<file path="src/rtl/huffman_stream_encoder.sv">
// Serial Huffman encoder: run-time writable code table, valid/ready symbol
// input, MSB-first bit stream output with backpressure and zero-bubble
// symbol acceptance on the last bit of a codeword.
module huffman_stream_encoder #(
   parameter int SYM_W   = 5,
   parameter int MAX_LEN = 12,
   parameter int LEN_W   = 4
) (
   input  logic               clock,
   input  logic               reset_n,
   input  logic               tbl_we,
   input  logic [SYM_W-1:0]   tbl_addr,
   input  logic [MAX_LEN-1:0] tbl_code,
   input  logic [LEN_W-1:0]   tbl_len,
   input  logic               sym_valid,
   output logic               sym_ready,
   input  logic [SYM_W-1:0]   sym_data,
   output logic               bit_valid,
   input  logic               bit_ready,
   output logic               bit_out,
   output logic               bit_last,
   output logic               sym_err,
   output logic               busy
);

   localparam int DEPTH = 1 << SYM_W;

   typedef enum logic {IDLE, SHIFT} state_t;

   state_t             state, state_nx;
   logic [MAX_LEN-1:0] code_tbl [DEPTH];
   logic [LEN_W-1:0]   len_tbl  [DEPTH];
   logic [MAX_LEN-1:0] shreg, shreg_nx;
   logic [LEN_W-1:0]   cnt, cnt_nx;
   logic               sym_err_nx;
   logic [MAX_LEN-1:0] lk_code;
   logic [LEN_W-1:0]   lk_len;
   logic               lk_ok;
   logic               xfer;
   logic               last_hs;
   logic [LEN_W-1:0]   bit_idx;
   logic [MAX_LEN-1:0] sh_view;

   // Code table storage; cleared on reset, written in any state
   always_ff @(posedge clock or negedge reset_n) begin
      if (!reset_n) begin
         for (int unsigned i = 0; i < DEPTH; i++) begin
            code_tbl[i] <= '0;
            len_tbl[i]  <= '0;
         end
      end else if (tbl_we) begin
         code_tbl[tbl_addr] <= tbl_code;
         len_tbl[tbl_addr]  <= tbl_len;
      end
   end

   // Table lookup and output decode from the current state
   always_comb begin
      lk_code   = code_tbl[sym_data];
      lk_len    = len_tbl[sym_data];
      lk_ok     = (lk_len != '0) && (lk_len <= LEN_W'(MAX_LEN));
      bit_valid = (state == SHIFT);
      busy      = (state == SHIFT);
      bit_last  = (state == SHIFT) && (cnt == LEN_W'(1));
      // Select shreg[cnt-1] via a shift so the index never exceeds the vector
      bit_idx   = cnt - LEN_W'(1);
      sh_view   = shreg >> bit_idx;
      bit_out   = (state == SHIFT) && sh_view[0];
      last_hs   = bit_valid && bit_ready && bit_last;
      sym_ready = (state == IDLE) || last_hs;
      xfer      = sym_valid && sym_ready;
   end

   // Next-state: advance on bit handshake, then a symbol transfer overrides
   always_comb begin
      state_nx   = state;
      shreg_nx   = shreg;
      cnt_nx     = cnt;
      sym_err_nx = 1'b0;
      if ((state == SHIFT) && bit_ready) begin
         if (cnt == LEN_W'(1)) state_nx = IDLE;
         else                  cnt_nx   = cnt - LEN_W'(1);
      end
      if (xfer) begin
         if (lk_ok) begin
            state_nx = SHIFT;
            shreg_nx = lk_code;
            cnt_nx   = lk_len;
         end else begin
            state_nx   = IDLE;
            sym_err_nx = 1'b1;
         end
      end
   end

   // State, shift register, counter and error pulse registers
   always_ff @(posedge clock or negedge reset_n) begin
      if (!reset_n) begin
         state   <= IDLE;
         shreg   <= '0;
         cnt     <= '0;
         sym_err <= 1'b0;
      end else begin
         state   <= state_nx;
         shreg   <= shreg_nx;
         cnt     <= cnt_nx;
         sym_err <= sym_err_nx;
      end
   end

endmodule

</file>
<file path="config.mk">
export PLATFORM = sky130hd
export DESIGN_NAME = huffman_stream_encoder
export DESIGN_NICKNAME = d
export VERILOG_FILES = /design/src/rtl/huffman_stream_encoder.sv
export SDC_FILE = /design/constraint.sdc
export NUM_CORES = 1
export LEC_CHECK = 0
export ABC_AREA = 0
export BUFFER_PORTS_ARGS = -buffer_cell sky130_fd_sc_hd__buf_2
export CAP_MARGIN = 20
export CORE_MARGIN = 2
export CORE_UTILIZATION = 40
export CTS_CLUSTER_DIAMETER = 50
export DETAILED_ROUTE_END_ITERATION = 16
export PLACE_DENSITY_LB_ADDON = 0.08
export SLEW_MARGIN = 20
export SYNTH_ARGS = -nofsm -noshare
export SYNTH_HDL_FRONTEND = slang
export SYNTH_SLANG_ARGS = --single-unit
</file>
<file path="constraint.sdc">
create_clock -name clock -period 2.6 [get_ports clock]
set_clock_uncertainty 0.05 [all_clocks]
set_input_delay 0.26 -clock clock [delete_from_list [all_inputs] [get_ports clock]]
set_output_delay 0.26 -clock clock [all_outputs]
set_load 0.005 [all_outputs]
</file>
# Word level (Yosys, flattened, before mapping)
# Cells that the tools add are included.
[classes]
n_addsub = 1
magnitude_cmp = 4
eq_ne = 1
n_shift = 1
mux = 22
n_bitwise = 3
n_reduce_logical = 13
[ops]
columns = ["cell", "count"]
rows = [
  ["$bwmux 384", 1],
  ["$bwmux 128", 1],
  ["$bmux 12 s5", 1],
  ["$demux 12 s5", 1],
  ["$mux 12", 3],
  ["$mux 4", 7],
  ["$bmux 4 s5", 1],
  ["$demux 4 s5", 1],
  ["$ge 6x6->1 const B", 2],
  ["$not 5->6", 2],
  ["$shr 12x4->1", 1],
  ["$logic_and 1x1->1", 7],
  ["$lt 6x1->1 const B", 1],
  ["$mux 1", 6],
  ["$eq 4x1->1 const B", 1],
  ["$le 4x4->1 const B", 1],
  ["$reduce_and 2->1", 2],
  ["$reduce_bool 2->1", 2],
  ["$reduce_bool 4->1", 1],
  ["$sub 4x1->4 const B", 1],
  ["$logic_or 1x1->1", 1],
  ["$not 1->1", 1],
]
[word_totals]
ff_bits = 530
output_inout_bits = 6
wordCells = 113

# Logic depth before layout (Yosys ltp)
[logic_depth]
ltp_word = 8
ltp_mapped = 9
ltp_nobuf = 8

# Worst setup path before layout
# Ideal clock, no wire load.
[synth_timing]
path_kind = "input port to flip-flop"
startpoint = "input sym_data[0]"
endpoint = "register shreg[0]"
setup_ns = 0.125
arrival_ns = 2.917
slack_ns = -0.492
stages = 8
cell_sequence = "buf_2 > buf_1 > buf_2 > buf_2 > mux4_2 > mux4_2 > mux2_2 > mux2_2"
[synth_via]
elab_chain_len = 7
word_cells_on_any_way = 11
classes_between = "1 x order compare; 6 x mux; 1 x bitwise; 3 x reduce/logical"
[synth_lines]
columns = ["item", "line", "rtl"]
rows = [
  ["from (decl)", "17", "input logic [SYM_W-1:0] sym_data,"],
  ["$not 5->6 (not written as such) *", "59, 60", ""],
  ["$bmux 4 s5", "60", "lk_len = len_tbl[sym_data];"],
  ["$mux 4 (not written as such) (2 in series)", "60", ""],
  ["$le 4x4->1 / $reduce_bool 4->1 (equally long branches)", "61", "lk_ok = (lk_len != '0) && (lk_len <= LEN_W'(MAX_LEN));"],
  ["$logic_and 1x1->1", "61", ""],
  ["$reduce_and 2->1 (no source line)", "--", ""],
  ["to (signal assigned)", "105", "shreg <= shreg_nx;"],
  ["to (decl)", "33", "logic [MAX_LEN-1:0] shreg, shreg_nx;"],
]
# Every way passes the cells marked *; elsewhere a longest branch is shown, timed or not. The select of a mux whose other input is x is not followed.
# A chain may end at the register's enable or synchronous reset.

# Worst setup path in the final report
[layout_timing]
startpoint = "register len_tbl[35] in the netlist's numbering"
endpoint = "register shreg[8]"
[layout_via]
elab_chain_len = 6
word_cells_on_any_way = 7
classes_between = "1 x order compare; 3 x mux; 3 x reduce/logical"
[layout_lines]
columns = ["item", "line", "rtl"]
rows = [
  ["from (decl)", "32", "logic [LEN_W-1:0] len_tbl [DEPTH];"],
  ["from (signal, indexed assignment)", "53", "len_tbl[tbl_addr] <= tbl_len;"],
  ["$bmux 4 s5 *", "60", ""],
  ["$mux 4 (not written as such) * (2 in series)", "60", ""],
  ["$le 4x4->1 / $reduce_bool 4->1 (equally long branches)", "61", ""],
  ["$logic_and 1x1->1 *", "61", ""],
  ["$reduce_and 2->1 (no source line) *", "--", ""],
]
# Marked as above.

==> out/metrics.cfg <==
[floorplanning]
start_util=0.4055
fp.dieArea_um2=62030
top_level_ports=37
chipHeight_um=249.1
core-area_um2=59240
core.rowCount=89
die_w_um=249.1

[clock_tree]
cts-root-buf=clkbuf_16
numCtsBuffers=69
clk_pin_slew_ps=60
clock_tree.buffer_depth=3
h_tree_lvl_count=3
clock_insertion_delay_worst_skew_ps=600
cts_sinks=530
clock_tree_from_tritoncts=built

[critical_path]
crit_slowest_cell=mux4_2
path_max_fanout=13
critical_path_class=reg2reg
critPathArrivalTime_ps=3200
setup_slack_on_the_worst_flop_to_flop_path_ps=-180
critPathMostFrequentCell=mux4_2
worst_path_largest_cell_delay_ps=570
cp_cell_sequence=mux4_2, mux4_2, mux2i_2, buf_4, buf_6, and4_4, nor3_4, buf_12, mux2_4
crit_path_start_kind=flop
rr_startpoint=len_tbl[35]
critPathRequiredTime_ps=3020
cp-end-kind=flop
critical_path.reg2reg.endpoint=shreg[8]
reg2reg_depth=9

[drt]
routed-wl-met3_mm=2.312
met2WireLength_mm=30.56
detailedRoute.firstIterationViolations=805
dr.pass1.iters=4
met1_wl_mm=29.72
drt-total-wl_mm=64.05
drt-wirelength-per-cell_um=27.04
maxUsedRoutingLayer=met4
via_count=13270
routed_via_density=5.602
ant_nets=0
drt_drc_violations_left=0

[synth]
synth_simple_gate_area_share=0.01349
part_of_the_yosys_area_used_for_sequential_elements=0.5521
synthMuxAreaShare=0.4087
syn-mean-instance-area_um2=16.64
synth_compound_area_frac=0.001615
yosys_warnings=0
synth_xor_area_frac=0.001094
ys_seq_elements=530
post_synth_inst_count=1444
synth.area.top_cells=dfrtp_1, mux2_2, mux4_2
syn_nets=1477
synth.lib_cells_used.distinct=32
mappedNetlistArea_um2=24020
yosysTopAreaCell=dfrtp_1
synthDominantCellAreaShare=0.5521
adder_and_majority_gate_portion_of_the_synthesized_area=0.001042
main_combinational_cell_family_by_area_after_synthesis=multiplexers

[timing]
final-hold-violation-count=0
rsz0062_at_grt=true
worstMarginPinSlew_ps=865.1
whs_ps=63.08
post-route-period-util=1.070
maxSlewHeadroom=0.4233
max_freq_mhz=359.6
finalCriticalPeriod_ps=2781
finalSetupViolations=16
final-max-slew-violation-count=0
final_critical_path_setup_slack_ps=-181.0

[place]
place.gp.congestion=0.7642
place_inst=2237
port_buffers=36
detailedPlace.worstSlack_ps=-718.7
post-dp-hpwl_mm=40.09

[grt]
initial_antenna_violation_count=2
first_global_vias=14340
maximum_number_of_pins_on_one_net_before_global_route_repair=82
grt_first_pass_wirelength_mm=97.48
grt-ovfl-total=0
global_route.usage.total=0.2137

[finish]
layout-drive-gt1-share=0.6219
layout.nets=1576
final_instance_count_without_filler_cells=2369
syn2layout_area_growth_pct=18.09
final_cell_mix=mux2_2, dfrtp_1, mux4_2, buf_4, clkbuf_16

[hold_path]
hold_class=in2reg
worst_hold_path_cells=5
worst_hold_path.endpoint=bit_valid
worst_min_path_start=bit_ready

[flow_run]
cap_violations=0

[power]
power_density_nw_per_um2=889.1
worst_case_vdd_ir_drop_v=0.0004560
leakage_nw=12.60

[outcome]
failed_checks=negative setup slack
outcome=complete, but fails checks

==> state kept, by name, indices dropped and copies added (netlist names) <==
name / cells
shreg: 12
len_tbl: 128
sym_err: 1
code_tbl: 384
cnt: 4
bit_valid: 1
==> per-stage QoR <==
stage / instance area, um2 / setup TNS (ps) / utilization / total power [mW]
floorplan: 24110 / -997.8 / - / 13.81
global placement: 25840 / -10560 / 0.4363 / 15.09
detailed placement: 25840 / -11320 / 0.4363 / 15.27
CTS: 28350 / -2496 / 0.4785 / 25.54
global route: 28370 / -3156 / 0.4789 / 26.42
finish: 28370 / -2579 / 0.4789 / 25.22
==> cell usage after synthesis <==
library cell and instances:
or3b_2 1, xnor2_1 1, a211oi_1 1, nor3_1 2, buf_1 8, or2_2 1, nand3b_1 4, buf_6 3
dfrtp_1 530, clkbuf_1 106, nor3b_1 6, nand3_1 2, mux2_2 530, nand2_1 22, buf_2 10, nor3_4 1
inv_1 2, mux2_4 6, and3_1 1, buf_4 1, xor2_1 2, nor2_1 21, and2_1 2, and4_1 1
ha_1 2, a21oi_1 2, a22oi_1 1, mux2i_1 9, o22ai_1 1, mux4_2 163, o31ai_1 1, and3b_1 1
==> where the power goes <==
group | switching [mW] | leakage, nW | total (mW) | internal (mW)
combinational | 1.66 | 4.64 | 4.45 | 2.78
sequential | 0.840 | 6.78 | 10.8 | 9.94
clock | 3.65 | 1.19 | 9.99 | 6.35
total | 6.15 | 12.6 | 25.2 | 19.1
==> worst max-delay path by stage <==
| stage | cells after the start | to | from |
|---|---|---|---|
| 6_report | 9 | shreg[8] | len_tbl[35] |
| 5_1_grt | 9 | shreg[8] | len_tbl[43] |
| 4_1_cts | 8 | shreg[0] | len_tbl[43] |
| 3_5_place_dp | 10 | cnt[0] | sym_data[1] |
| 3_3_place_gp | 9 | shreg[4] | sym_data[1] |
| 2_1_floorplan | 9 | shreg[10] | sym_data[1] |
==> area by class of cell <==
type / count / area [um2]
fill: 5076 / 30870
sequential: 530 / 13260
multi-input combinational: 784 / 10310
clock buffer: 94 / 1983
timing repair buffer: 156 / 1404
tap: 773 / 967.2
clock inverter: 29 / 426.7
inverter: 2 / 10.01
antenna: 1 / 2.502
==> critical path, delay by kind of cell (launching register included) <==
| family | cells | cell delay (ps) |
|---|---|---|
| buffers and inverters | 3 | 410 |
| multiplexers | 4 | 1530 |
| AND/OR/NAND/NOR | 2 | 270 |
| flip-flops | 1 | 390 |
==> kinds of logic (layout without fill, tap and decap cells) <==
kind of cell	count (synthesis)	after routing
and+or+nand+nor	65	65
muxes	708	708
adders and majority gates	2	2
buffers and inverters	130	281
other	0	1
xor gates and xnor gates	3	3
AOI/OAI and AO/OA	6	6
DFF	530	530
==> repair_timing <==
action / CTS / global route
pin swaps: 6 / 2
hold buffers: 1 / 0
resized for setup: 7 / 2
buffers inserted: 6 / 2
endpoints found under the setup margin: 18 / 17
endpoints found under the hold margin: 58 / 0
==> layer usage <==
metal  vias to the layer above  track usage
met2                       237       0.3403
met3                        95      0.03574
met5                         -            0
li1                       5633            -
met4                         0      0.06076
met1                      7307       0.3036
No activity file was read; power rests on OpenSTA's default activity.
